--- src/rtl/narrow_serializer_pkg.sv ---
// Shared definitions for the 8-bit to 3-bit narrowing serializer.
package narrow_serializer_pkg;

  localparam int WORD_W    = 8;  // input word width
  localparam int FIELD_W   = 3;  // output field width
  localparam int NUM_BEATS = 3;  // beats needed to cover a full word

  // Beat index: counts 0..NUM_BEATS-1
  typedef logic [1:0] beat_t;

  localparam beat_t LAST_BEAT = beat_t'(NUM_BEATS - 1);

  typedef enum logic {
    IDLE = 1'b0,
    SEND = 1'b1
  } state_t;

  // A word is short when every bit above the first field is zero
  function automatic logic is_short(input logic [WORD_W-1:0] word);
    return (word[WORD_W-1:FIELD_W] == '0);
  endfunction

endpackage

--- src/rtl/narrow_serializer_if.sv ---
// Producer-side and consumer-side handshake bundle of the serializer.
interface narrow_serializer_if;
  import narrow_serializer_pkg::*;

  logic               in_valid;
  logic               in_ready;
  logic [WORD_W-1:0]  in_data;
  logic               out_valid;
  logic               out_ready;
  logic [FIELD_W-1:0] out_field;
  logic               out_last;
  logic               out_short;

  // Environment side: drives words in, accepts beats out
  modport master (
    output in_valid, in_data, out_ready,
    input  in_ready, out_valid, out_field, out_last, out_short
  );

  // Serializer side
  modport slave (
    input  in_valid, in_data, out_ready,
    output in_ready, out_valid, out_field, out_last, out_short
  );

endinterface

--- src/rtl/narrow_serializer.sv ---
// Splits each accepted 8-bit word into 3-bit beats, LSB beat first.
// Words that fit in 3 bits go out as a single beat.
module narrow_serializer
  import narrow_serializer_pkg::*;
#(
  parameter int WORD_W  = narrow_serializer_pkg::WORD_W,
  parameter int FIELD_W = narrow_serializer_pkg::FIELD_W
) (
  input  logic                 clk,
  input  logic                 rst_n,
  narrow_serializer_if.slave   bus
);

  state_t             state_q, state_d;
  logic [WORD_W-1:0]  word_q, word_d;
  beat_t              beat_q, beat_d;
  logic               short_q, short_d;

  logic               in_ready;
  logic               out_valid;
  logic [FIELD_W-1:0] out_field;
  logic               out_last;
  logic               out_short;

  // State register with synchronous reset; a reset mid-word drops the word
  always_ff @(posedge clk) begin
    // NOTE: sequential state uses non-blocking assignments so every register
    // samples the pre-edge value of its neighbours.
    if (!rst_n) begin
      state_q <= IDLE;
      word_q  <= '0;
      beat_q  <= '0;
      short_q <= 1'b0;
    end else begin
      state_q <= state_d;
      word_q  <= word_d;
      beat_q  <= beat_d;
      short_q <= short_d;
    end
  end

  // Next-state logic and registered-state-decoded outputs
  always_comb begin
    // NOTE: every signal gets a default first, so no path leaves one
    // unassigned and no latch is inferred.
    state_d   = state_q;
    word_d    = word_q;
    beat_d    = beat_q;
    short_d   = short_q;
    in_ready  = 1'b0;
    out_valid = 1'b0;
    out_field = '0;
    out_last  = 1'b0;
    out_short = 1'b0;

    unique case (state_q)
      IDLE: begin
        // in_ready depends on state only, never on out_ready
        in_ready = 1'b1;
        if (bus.in_valid) begin
          word_d  = bus.in_data;
          short_d = is_short(bus.in_data);
          beat_d  = '0;
          state_d = SEND;
        end
      end

      SEND: begin
        out_valid = 1'b1;
        out_short = short_q;
        out_last  = short_q || (beat_q == LAST_BEAT);
        // 3-way field select on the beat index
        case (beat_q)
          2'd0:    out_field = word_q[2:0];
          2'd1:    out_field = word_q[5:3];
          default: out_field = {1'b0, word_q[7:6]};
        endcase
        if (bus.out_ready) begin
          if (out_last) begin
            beat_d  = '0;
            state_d = IDLE;
          end else begin
            beat_d  = beat_q + 2'd1;
          end
        end
      end

      default: state_d = IDLE;
    endcase
  end

  assign bus.in_ready  = in_ready;
  assign bus.out_valid = out_valid;
  assign bus.out_field = out_field;
  assign bus.out_last  = out_last;
  assign bus.out_short = out_short;

endmodule

--- src/flat_wrapper.sv ---
// flat-port wrapper written by rule: the top's interface ports become plain ports
module narrow_serializer_flat import narrow_serializer_pkg::*;
#(
  parameter int WORD_W  = narrow_serializer_pkg::WORD_W,
  parameter int FIELD_W = narrow_serializer_pkg::FIELD_W
)
  (clk, rst_n, bus_in_valid, bus_in_data, bus_out_ready, bus_in_ready, bus_out_valid, bus_out_field, bus_out_last, bus_out_short);
  narrow_serializer_if bus_i ();
  input  logic clk;
  input  logic rst_n;
  input wire logic [$bits(bus_i.in_valid)-1:0] bus_in_valid;
  input wire logic [$bits(bus_i.in_data)-1:0] bus_in_data;
  input wire logic [$bits(bus_i.out_ready)-1:0] bus_out_ready;
  output wire logic [$bits(bus_i.in_ready)-1:0] bus_in_ready;
  output wire logic [$bits(bus_i.out_valid)-1:0] bus_out_valid;
  output wire logic [$bits(bus_i.out_field)-1:0] bus_out_field;
  output wire logic [$bits(bus_i.out_last)-1:0] bus_out_last;
  output wire logic [$bits(bus_i.out_short)-1:0] bus_out_short;
  assign bus_i.in_valid = bus_in_valid;
  assign bus_i.in_data = bus_in_data;
  assign bus_i.out_ready = bus_out_ready;
  assign bus_in_ready = bus_i.in_ready;
  assign bus_out_valid = bus_i.out_valid;
  assign bus_out_field = bus_i.out_field;
  assign bus_out_last = bus_i.out_last;
  assign bus_out_short = bus_i.out_short;
  narrow_serializer #(.WORD_W(WORD_W), .FIELD_W(FIELD_W)) u_core (.clk(clk), .rst_n(rst_n), .bus(bus_i));
endmodule
--- config.mk ---
export PLATFORM = sky130hd
export DESIGN_NAME = narrow_serializer_flat
export DESIGN_NICKNAME = d
export VERILOG_FILES = /design/src/rtl/narrow_serializer_pkg.sv /design/src/rtl/narrow_serializer_if.sv /design/src/rtl/narrow_serializer.sv /design/src/flat_wrapper.sv
export SDC_FILE = /design/constraint.sdc
export NUM_CORES = 1
export LEC_CHECK = 0
export ABC_AREA = 1
export CAP_MARGIN = 20
export CORE_MARGIN = 3
export CORE_UTILIZATION = 40
export CTS_CLUSTER_SIZE = 14
export DETAILED_ROUTE_END_ITERATION = 6
export DONT_BUFFER_PORTS = 1
export MAX_ROUTING_LAYER = met4
export PLACE_DENSITY = 0.63
export SLEW_MARGIN = 20
export SYNTH_ARGS = -nofsm -noshare
export SYNTH_HDL_FRONTEND = slang
export SYNTH_SLANG_ARGS = --single-unit
--- constraint.sdc ---
create_clock -name clk -period 1.4 [get_ports clk]
set_input_delay 0.28 -clock clk [delete_from_list [all_inputs] [get_ports clk]]
set_output_delay 0.28 -clock clk [all_outputs]
set_load 0.01 [all_outputs]
# [Word-level counts from Yosys, hierarchy flattened]
# Cells that the tools add are included.
[classes] n_addsub=1 reduce_logical=5 eq_ne=4 bitwise=1 mux=14
[op_table] cell="1-bit two-way mux" count=7
[op_table] cell="2-bit two-way mux" count=3
[op_table] cell="3-bit case mux with 2 select lines" count=1
[op_table] cell="5-bit zero test" count=1
[op_table] cell="2-bit != test (second input constant)" count=2
[op_table] cell="2-bit case mux with 2 select lines" count=1
[op_table] cell="2-bit AND reduction" count=2
[op_table] cell="3-bit two-way mux" count=1
[op_table] cell="2-bit by 1-bit adder with 2-bit output (second input constant)" count=1
[op_table] cell="2-bit by 1-bit equality test with 1-bit output (second input constant)" count=1
[op_table] cell="2-bit equality test (second input constant)" count=1
[op_table] cell="2-bit zero test" count=1
[op_table] cell="1-bit case mux with 2 select lines" count=1
[op_table] cell="1-bit logical OR" count=1
[op_table] cell="1-bit NOT" count=1
[totals] in_bits=12 ff_bits=12 out_inout_bits=7

# [Depth between registers and ports, before layout]
[logic_depth] word_depth=5 mapped_depth=6 ltp_nobuf=6

# [Least setup slack after synthesis]
# OpenSTA, ideal clock, no wires.
[synth_path] path_kind="flip-flop to output port" from="register u_core.beat_q[0]" to="output port bus_out_field[0]" arrival_ns=0.988 stages_incl_launch_ff=6 required_time_ns=1.120 path_slack_ns=0.132 cell_sequence="dfxtp_1 > inv_1 > ha_1 > inv_1 > nand3_1 > a31oi_1"
[synth_between] elab_chain_cells=3 elab_cells_between_ends=4 cone_classes="eq/ne: 1; mux: 2; reduce/logical: 1"
[synth_rtl] element="from (decl)" line_no="narrow_serializer.sv:16" source="beat_t beat_q, beat_d;"
[synth_rtl] element="from (signal assigned)" line_no="narrow_serializer.sv:37" source="beat_q <= beat_d;"
[synth_rtl] element="2-bit by 1-bit equality test with 1-bit output / 2-bit zero test (equally long branches)" line_no="narrow_serializer.sv:73" source="case (beat_q)"
[synth_rtl] element="3-bit case mux with 2 select lines *" line_no="narrow_serializer.sv:73"
[synth_rtl] element="3-bit two-way mux *" line_no="narrow_serializer.sv:56" source="unique case (state_q)"
[synth_rtl] element="to (decl)" line_no="flat_wrapper.sv:16" source="output wire logic [$bits(bus_i.out_field)-1:0] bus_out_field;"
# Every way passes the cells marked *; elsewhere a longest branch is shown, timed or not.

# [Worst setup path in the final report]
[layout_path] from="register u_core.beat_q[0]" to="output port bus_out_field[1]"
# Same word-level chain as after synthesis.

==> results.md <==
* DRT antenna net count at 0
* Total GRT Usage at 0.174
* Fin crit period at approximately 1.4 ns
* Final WL at approximately 1400 um
* Post-synthesis sequential area ratio at 0.403
* Mean Syn Cell Area at around 6.9 um^2
* Yosys warnings at 0
* Leakage Power at around 0.30 nW
* IO Port Bufs at 0
* Critical R2R Launch: u_core.beat_q[1]$_SDFFE_PN0P_
* Via Count at 544
* Rel. slew slack at 0.891
* Hold_sp: rst_n
* Cell variety after synth at 14
* Crit path max fanout at 4
* TritonCTS Buffers at 3
* Io pins at 19
* 1st-pass router iterations at 4
* P&R area growth vs syn at 30.6%
* Post-DP HPWL at ~960 um
* Reg2Reg Depth at 6
* Critical Path AT at around 1.2 ns
* Crit path launch type: flip-flop
* Max-slew violations at 0
* Initial antenna violation count at 0
* GRT Residual Overflow at 0
* RSZ-0062 raised after global routing: yes
* First-pass GRT wire length at 2420 um
* Largest net degree at the start of global routing at 12
* Count of state elements after synthesis at 12
* Via/cell ratio at 5.08
* Post-place setup slack at ~0.05 ns
* Pwr/cell area at around 1000 mW/mm^2
* Max VDD drop at roughly 0.00055 V
* Row count at 13
* CTS root buf: clkbuf_4
* Worst hold stages at 2
* Min-Delay Path Class: primary input to flip-flop
* # diodes at 0
* Worst slew pin tran at about 0.16 ns
* Post-Synthesis Cell Area at approximately 600 um^2
* Failing checks: negative setup slack
* Die Y at between 40 and 50 um
* Post-DR wirelength/cell at ~13 um
* Hold Buf Count CTS at 0
* Maxcap violations at 0
* Share of layout cells above drive strength 1 at 0.315
* Tot Pwr at about 0.00079 W
* Mapped Cells at between 80 and 90
* Min-Delay Endpoint: u_core.beat_q[0]$_SDFFE_PN0P_
* # clock sinks at 12
* Period utilization at 1.03
* Final net count at between 100 and 150
* Synthesized Nets at around 100
* Skew final at ~0.00037 ns
* Clk_lat worst skew at ~0.27 ns
* Final worst slack at -0.0415 ns
* Clock buffer depth at 2
* Initial Utilization at 0.442
* Final hold violations at 0
* DIE WIDTH at 44.6 um
* CTS tree: yes
* Setup crit start: u_core.beat_q[0]$_SDFFE_PN0P_
* # setup viols final at 3
* Number of global-route vias before repair at 562
* Reg2Reg Setup Slack at 0.18 ns
* Reg clk slew, reported paths at about 0.07 ns
* Reg2Reg Capture Point: u_core.beat_q[1]$_SDFFE_PN0P_
* # DRC at 0
* Crit end category: primary output
* Core region area at roughly 0.0014 mm^2
* Crit Path Class: flip-flop to primary output
* Full die area at between 0.0015 and 0.002 mm^2
* Gpl congestion at 0.798
* H-tree levels at 1
* Initial drt markers at 9
* WP data required at 1.12 ns
* F_max at 694 MHz
* Status: complete, but fails checks
per-layer routing:
metal | vias up | wire length, um | track usage
li1 | 286 | - | -
met1 | 241 | 619 | 0.218
met5 | - | 0 | -
met2 | 13 | 645 | 0.252
met4 | 0 | 30 | 0.108
met3 | 4 | 75 | 0.0325
what timing repair did:
action / 4_1_cts / 5_1_grt
endpoints found under the setup margin: 4 / 4
cloned: 0 / 0
gates resized for setup: 21 / 8
pin swaps: 8 / 4
setup buffers: 3 / 0
state kept, by name, summed over array words and instances (netlist names):
signal,flops
u_core.word_q,8
u_core.beat_q,2
u_core.short_q,1
u_core.state_q,1
cells in the final DEF, fill, tap and decap left out, drive strengths merged:
cell type   n
a21oi       3
a31oi       2
buf         3
clkbuf      4
dfxtp      12
ha          3
inv        11
nand2      14
nand3       5
nor2       27
o21ai       8
worst max-delay path, stage by stage (launching register included):
cell	delay [ns]
dfxtp_4	0.38
inv_4	0.04
ha_4	0.17
inv_4	0.07
nand3_4	0.06
a31oi_4	0.16
cell usage after synthesis, drive strengths merged:
cell type / n / share of area
a21oi: 3 / 0.025
o21ai: 8 / 0.067
nand3: 5 / 0.042
a31oi: 2 / 0.021
ha: 3 / 0.063
buf: 1 / 0.0084
nor2: 27 / 0.17
inv: 11 / 0.082
nand2: 14 / 0.12
dfxtp: 12 / 0.40
metrics by stage:
| step | setup TNS (ns) | hold slack, ns | cell area [um^2] | instances | utilization |
|---|---|---|---|---|---|
| 6_report | -0.0989 | 0.114 | 779 | 107 | 0.577 |
| 3_3_place_gp | 0 | 0.403 | 611 | 100 | 0.452 |
| 4_1_cts | -0.157 | 0.106 | 749 | 107 | 0.555 |
| 2_1_floorplan | 0 | 0.422 | 597 | 86 | - |
| 3_5_place_dp | 0 | 0.407 | 611 | 100 | 0.452 |
| 5_1_grt | -0.301 | 0.111 | 779 | 107 | 0.577 |
power breakdown:
part           switching [W]  internal (W)  total, W
registers          0.0000229      0.000365  0.000387
logic              0.0000761     0.0000499  0.000126
clock network       0.000114      0.000158  0.000272
total               0.000213      0.000572  0.000786
logic make-up (layout without fill, tap and decap cells):
family                   Yosys count  in the layout  share of synthesized area
AND/OR/NAND/NOR                   46             46                      0.331
flip-flops                        12             12                      0.403
AO/OA/AOI/OAI                     13             13                      0.113
buffers and inverters             12             18                     0.0901
adder cells (fa/ha/maj)            3              3                     0.0629
worst max-delay path by stage:
stage / end / slack, ns / depth (start not counted)
after CTS: bus_out_field[1] / -0.08 / 5
after detailed placement: bus_out_field[1] / 0.05 / 5
after global routing: bus_out_field[1] / -0.1 / 5
after floorplan: bus_out_field[0] / 0.13 / 5
final: bus_out_field[1] / -0.04 / 5
after global placement: bus_out_field[1] / 0.09 / 5
area by class of cell:
class                      instances  area (um^2)
clock buffer                       4         36.3
fill                             129          571
inverter                          11         58.8
multi-input combinational         62          397
sequential                        12          246
tap                               15         18.8
timing repair buffer               3         22.5
No activity file was read; power rests on OpenSTA's default activity.
